--- src/rtl/hazard_if.sv ---
// hazard_if: decode-stage flags, flush and issue/retire/stall outputs of the hazard scoreboard
interface hazard_if #(parameter int REG_AW = 3);
    logic              id_valid;
    logic              id_rarf;
    logic              id_rbrf;
    logic              id_rawf;
    logic              id_rbwf;
    logic [REG_AW-1:0] id_ra;
    logic [REG_AW-1:0] id_rb;
    logic              flush;
    logic              id_ready;
    logic              issue;
    logic              retire_valid;
    logic [REG_AW-1:0] retire_dst;
    logic [15:0]       stall_cnt;
    modport master (
        output id_valid, id_rarf, id_rbrf, id_rawf, id_rbwf, id_ra, id_rb, flush,
        input  id_ready, issue, retire_valid, retire_dst, stall_cnt
    );
    modport slave (
        input  id_valid, id_rarf, id_rbrf, id_rawf, id_rbwf, id_ra, id_rb, flush,
        output id_ready, issue, retire_valid, retire_dst, stall_cnt
    );
endinterface

--- src/rtl/hazard_scoreboard.sv ---
// hazard_scoreboard: RAW-hazard stall/issue control over a DEPTH-slot shift register of in-flight destinations
module hazard_scoreboard #(
    parameter int DEPTH       = 4,
    parameter int REG_AW      = 3,
    parameter int BYPASS_FROM = 4,
    parameter int KILL_DEPTH  = 1
) (
    input logic     clk,
    input logic     rst,
    hazard_if.slave io_bus
);
    logic [DEPTH-1:0]  r_wv;
    logic [REG_AW-1:0] r_dst [DEPTH];
    logic [15:0]       r_stall_cnt;
    logic              w_match_a;
    logic              w_match_b;
    logic              w_hazard;
    logic              w_issue;
    // Only slots not yet covered by forwarding can block a reader
    always_comb begin
        w_match_a = 1'b0;
        w_match_b = 1'b0;
        for (int i = 0; i < DEPTH; i++) begin
            if (i < BYPASS_FROM) begin
                w_match_a = w_match_a | (r_wv[i] & (r_dst[i] == io_bus.id_ra));
                w_match_b = w_match_b | (r_wv[i] & (r_dst[i] == io_bus.id_rb));
            end
        end
    end
    assign w_hazard = io_bus.id_valid & ((io_bus.id_rarf & w_match_a) | (io_bus.id_rbrf & w_match_b));
    assign w_issue  = io_bus.id_valid & ~w_hazard & ~io_bus.flush;
    assign io_bus.id_ready     = ~w_hazard;
    assign io_bus.issue        = w_issue;
    assign io_bus.retire_valid = r_wv[DEPTH-1];
    assign io_bus.retire_dst   = r_dst[DEPTH-1];
    assign io_bus.stall_cnt    = r_stall_cnt;
    // Advance every slot each cycle; a flush turns the youngest slots into bubbles
    always_ff @(posedge clk) begin
        if (rst) begin
            r_wv <= '0;
            for (int i = 0; i < DEPTH; i++) r_dst[i] <= '0;
        end else begin
            for (int i = 1; i < DEPTH; i++) begin
                r_wv[i]  <= (io_bus.flush && i <= KILL_DEPTH) ? 1'b0 : r_wv[i-1];
                r_dst[i] <= (io_bus.flush && i <= KILL_DEPTH) ? '0 : r_dst[i-1];
            end
            r_wv[0]  <= w_issue & (io_bus.id_rawf | io_bus.id_rbwf);
            r_dst[0] <= w_issue ? (io_bus.id_rawf ? io_bus.id_ra : io_bus.id_rb) : '0;
        end
    end
    // Saturating count of cycles lost to hazards; flushed cycles are not stalls
    always_ff @(posedge clk) begin
        if (rst) r_stall_cnt <= '0;
        else if (w_hazard && !io_bus.flush && r_stall_cnt != 16'hFFFF) r_stall_cnt <= r_stall_cnt + 16'd1;
    end
endmodule

--- src/flat_wrapper.sv ---
// flat-port wrapper written by rule: the top's interface ports become plain ports
module hazard_scoreboard_flat 
#(
    parameter int DEPTH       = 4,
    parameter int REG_AW      = 3,
    parameter int BYPASS_FROM = 4,
    parameter int KILL_DEPTH  = 1
)
  (clk, rst, io_bus_id_valid, io_bus_id_rarf, io_bus_id_rbrf, io_bus_id_rawf, io_bus_id_rbwf, io_bus_id_ra, io_bus_id_rb, io_bus_flush, io_bus_id_ready, io_bus_issue, io_bus_retire_valid, io_bus_retire_dst, io_bus_stall_cnt);
  hazard_if #(.REG_AW(REG_AW)) io_bus_i ();
  input logic clk;
  input logic rst;
  input wire logic [$bits(io_bus_i.id_valid)-1:0] io_bus_id_valid;
  input wire logic [$bits(io_bus_i.id_rarf)-1:0] io_bus_id_rarf;
  input wire logic [$bits(io_bus_i.id_rbrf)-1:0] io_bus_id_rbrf;
  input wire logic [$bits(io_bus_i.id_rawf)-1:0] io_bus_id_rawf;
  input wire logic [$bits(io_bus_i.id_rbwf)-1:0] io_bus_id_rbwf;
  input wire logic [$bits(io_bus_i.id_ra)-1:0] io_bus_id_ra;
  input wire logic [$bits(io_bus_i.id_rb)-1:0] io_bus_id_rb;
  input wire logic [$bits(io_bus_i.flush)-1:0] io_bus_flush;
  output wire logic [$bits(io_bus_i.id_ready)-1:0] io_bus_id_ready;
  output wire logic [$bits(io_bus_i.issue)-1:0] io_bus_issue;
  output wire logic [$bits(io_bus_i.retire_valid)-1:0] io_bus_retire_valid;
  output wire logic [$bits(io_bus_i.retire_dst)-1:0] io_bus_retire_dst;
  output wire logic [$bits(io_bus_i.stall_cnt)-1:0] io_bus_stall_cnt;
  assign io_bus_i.id_valid = io_bus_id_valid;
  assign io_bus_i.id_rarf = io_bus_id_rarf;
  assign io_bus_i.id_rbrf = io_bus_id_rbrf;
  assign io_bus_i.id_rawf = io_bus_id_rawf;
  assign io_bus_i.id_rbwf = io_bus_id_rbwf;
  assign io_bus_i.id_ra = io_bus_id_ra;
  assign io_bus_i.id_rb = io_bus_id_rb;
  assign io_bus_i.flush = io_bus_flush;
  assign io_bus_id_ready = io_bus_i.id_ready;
  assign io_bus_issue = io_bus_i.issue;
  assign io_bus_retire_valid = io_bus_i.retire_valid;
  assign io_bus_retire_dst = io_bus_i.retire_dst;
  assign io_bus_stall_cnt = io_bus_i.stall_cnt;
  hazard_scoreboard #(.DEPTH(DEPTH), .REG_AW(REG_AW), .BYPASS_FROM(BYPASS_FROM), .KILL_DEPTH(KILL_DEPTH)) u_core (.clk(clk), .rst(rst), .io_bus(io_bus_i));
endmodule
--- config.mk ---
export PLATFORM = sky130hd
export DESIGN_NAME = hazard_scoreboard_flat
export DESIGN_NICKNAME = d
export VERILOG_FILES = /design/src/rtl/hazard_if.sv /design/src/rtl/hazard_scoreboard.sv /design/src/flat_wrapper.sv
export SDC_FILE = /design/constraint.sdc
export NUM_CORES = 1
export LEC_CHECK = 0
export BUFFER_PORTS_ARGS = -buffer_cell sky130_fd_sc_hd__clkbuf_2
export CAP_MARGIN = 20
export CORE_ASPECT_RATIO = 1.2
export CORE_MARGIN = 1
export CORE_UTILIZATION = 25
export CTS_CLUSTER_SIZE = 40
export DETAILED_ROUTE_END_ITERATION = 10
export HOLD_SLACK_MARGIN = 0.06
export PLACE_DENSITY = 0.54
export SKIP_CTS_REPAIR_TIMING = 1
export SYNTH_ARGS = -nofsm -noshare
export SYNTH_HDL_FRONTEND = slang
export SYNTH_SLANG_ARGS = --single-unit
--- constraint.sdc ---
create_clock -name clk -period 4.8 [get_ports clk]
set_clock_uncertainty 0.05 [all_clocks]
set_input_delay 0.96 -clock clk [delete_from_list [all_inputs] [get_ports clk]]
set_output_delay 0.96 -clock clk [all_outputs]
set_load 0.01 [all_outputs]
==> impl_results.md <==
* Wirelength, routed at 4070 microns
* Overall routing resource usage at 11.6%
* Detailed Place HPWL at 3050 microns
* Final hold slack at 0.440 ns
* Vias in the first global route at 1,407
* Switching pwr at 125 uW
* Die X at 79.2 microns
* Max clock buf depth at 2
* Post-synthesis sequential area ratio at 35.8%
* Port bufs at 35
* Final #Nets at 250
* Root Buffer: clkbuf_8
* Min-Delay Path Class: flop to flop
* Cell Int Power at 438 uW
* Mapped Avg Cell Area at 8.68 sq um
* Vias at 1,496
* I/O pin count at 36
* Fmax at 276 MHz
* Placed cells at 315
* GPL Wtd Cong at 0.783
* Total gr overflow at 0
* Detailed-route DRC error count at 0
* Core Rows at 33
* Worst-path clk slew at 0.07 ns
* Synth Register Bits at 32
* Clock buffer count from CTS at 5
* Initial Utilization at 25.9%
* Initial DRC Count at 85
* RSZ-0062 raised after global routing: no
* Worst Path Max Fanout at 18
* Cell area after placement at 2010 sq um
* Part of the power in registers at 47.9%
* Max-Slew Margin vs Limit at 45.4%
* Leak Pwr at 0.000809 uW
* Worst Max-Slew Pin Slew at 0.819 ns
* Status: finished clean
* Final ANT Viol Nets at 0
* Later-pin clock latency in the skew report at 0.28 ns
* Switching Share at 22.1%
* Setup violations, final at 0
* ANT cells at 0
* Combinational share of power at 7.3%
* Post-route minimum period at 3.62 ns
* Crit path launch type: primary input
* # Max-Cap Violations at 0
* Setup Total Neg Slack at 0 ns
* Final Cell Area at 2120 sq um
* Largest delay share family, worst path: simple AND/OR/NAND/NOR gates
* Sink Count at 32
* Commonest non-fill, non-tap cell in the layout: clkbuf_2
* Final hold vios at 0
* H-Tree Level Count at 2
* Final Non-Filler Cells at 323
* Final worst path period share at 75.4%
* Layout cells sized above 1 at 25.4%
* WS Path Type: primary input to primary output
* Setup crit end kind: primary output
* Buf/Inv on CP at 2
* Initial antenna violation count at 0
* Vias/cell at 4.63
* CP max stage delay at 0.56 ns
* Die Y at 94.6 microns
* Critical-path top delay cell: o21ai_2
* Synth Net Count at 221
* Post-Syn Instances at 206
* Tot Pwr at 563 uW
* Most frequent cells in the layout: clkbuf_2, dfxtp_1, xnor2_1, nor2_1, nor2b_1
* Core region area at 6900 sq um
* Die area at 7500 sq um
* Final Max Tran Viols at 0
* P per Cell Area at 265 nW/um^2
* CTS tree: yes
* Clock power frac at 44.8%
* Worst-path cell chain: clkbuf_2 -> xnor2_1 -> nand4_1 -> nand2_1 -> o21ai_2 -> nand2_1 -> nor2_1 -> clkbuf_2
* Arrival time worst endpoint at 2.61 ns
* Worst endpoint required time at 3.79 ns
* Synthesized cell area at 1790 sq um
* Area of the multi-input gates at 1050 sq um
* First-pass GRT wire length at 6710 microns
* # fillers at 723
* Synth warnings at 0
* Flip-flop and latch area at 641 sq um
* Worst vdd ir at 0.126 mV
* Synthesis-to-layout area growth at 18.7%
* Drt pass-1 iters at 4
* Number of distinct library cells after synthesis at 30
* Largest net degree at the start of global routing at 44
* Drt wl/cell at 12.6 microns
==> cell usage after synthesis <==
cell	n	area [sq um]
nand4_1	10	62.6
nor2_1	24	90.1
or2_2	1	6.26
a211o_1	2	17.5
o221ai_1	2	17.5
mux2i_1	3	30.0
nand2_1	9	33.8
nand4_2	1	12.5
and2_1	4	25.0
mux2_1	1	11.3
a211oi_1	11	82.6
o21ai_1	1	5.00
ha_1	1	12.5
or3_1	2	12.5
o21ai_2	1	8.76
xnor2_1	24	210
o21bai_1	2	15.0
a2111oi_0	2	17.5
nor4_1	5	31.3
nor2b_1	19	119
dfxtp_1	32	641
mux2_2	13	146
nand2b_1	1	6.26
clkbuf_1	4	15.0
or4_1	1	7.51
buf_2	10	50.1
a21oi_1	2	10.0
inv_1	8	30.0
nand3_1	9	45.0
o32ai_2	1	16.3
==> sequential cells by signal, indices dropped and copies added (netlist names) <==
name                     cells
u_core.io_bus.stall_cnt     16
u_core.r_dst                12
u_core.r_wv                  4
==> cell families after synthesis <==
family,count (synthesis),synth area share (%)
compound gates,24,10.6
flops,32,35.8
fa+ha+maj,1,0.700
mux,17,10.5
simple gates,86,25.3
buf+inv,22,5.32
xor+xnor,24,11.8
==> through the flow <==
stage | util [%] | worst slack, ns
2_1_floorplan | - | 1.54
3_3_place_gp | 29.2 | 1.23
3_5_place_dp | 29.2 | 1.21
4_1_cts | 30.8 | 1.20
5_1_grt | 30.8 | 1.02
6_report | 30.8 | 1.18
==> worst paths after layout <==
path / start / slack (ns) / cells after the start / to
setup / recovery: io_bus_id_rb[1] / 1.18 / 8 / io_bus_issue
hold reg to reg: u_core.r_wv[2] / 0.44 / 1 / u_core.r_wv[3]
hold / removal: u_core.r_wv[2] / 0.44 / 1 / u_core.r_wv[3]
setup reg to reg: u_core.io_bus.stall_cnt[0] / 2.46 / 7 / u_core.io_bus.stall_cnt[15]
==> routing by layer <==
metal  wire, microns  vias up  track usage (%)
met2            2020       29             19.6
met5               0        -                0
met1            1840      691             13.7
li1                -      772                -
met3             152        4             3.09
met4              62        0             4.85
==> power by group through the flow <==
stage                     clock, uW  sequential [uW]  combinational [uW]
after floorplan                   0              275                30.6
after global placement            0              275                40.6
after detailed placement          0              275                41.0
after CTS                       261              269                41.2
after global routing            274              269                44.8
final                           252              269                41.0
==> area by class of cell <==
cell class / instances / share of cell area, %
Multi-Input combinational cell: 152 / 49.6
Sequential cell: 32 / 30.2
Timing Repair Buffer: 36 / 8.61
Tap cell: 87 / 5.13
Clock buffer: 6 / 3.42
Clock inverter: 2 / 1.65
Inverter: 8 / 1.42
No activity file was read; power rests on OpenSTA's default activity.
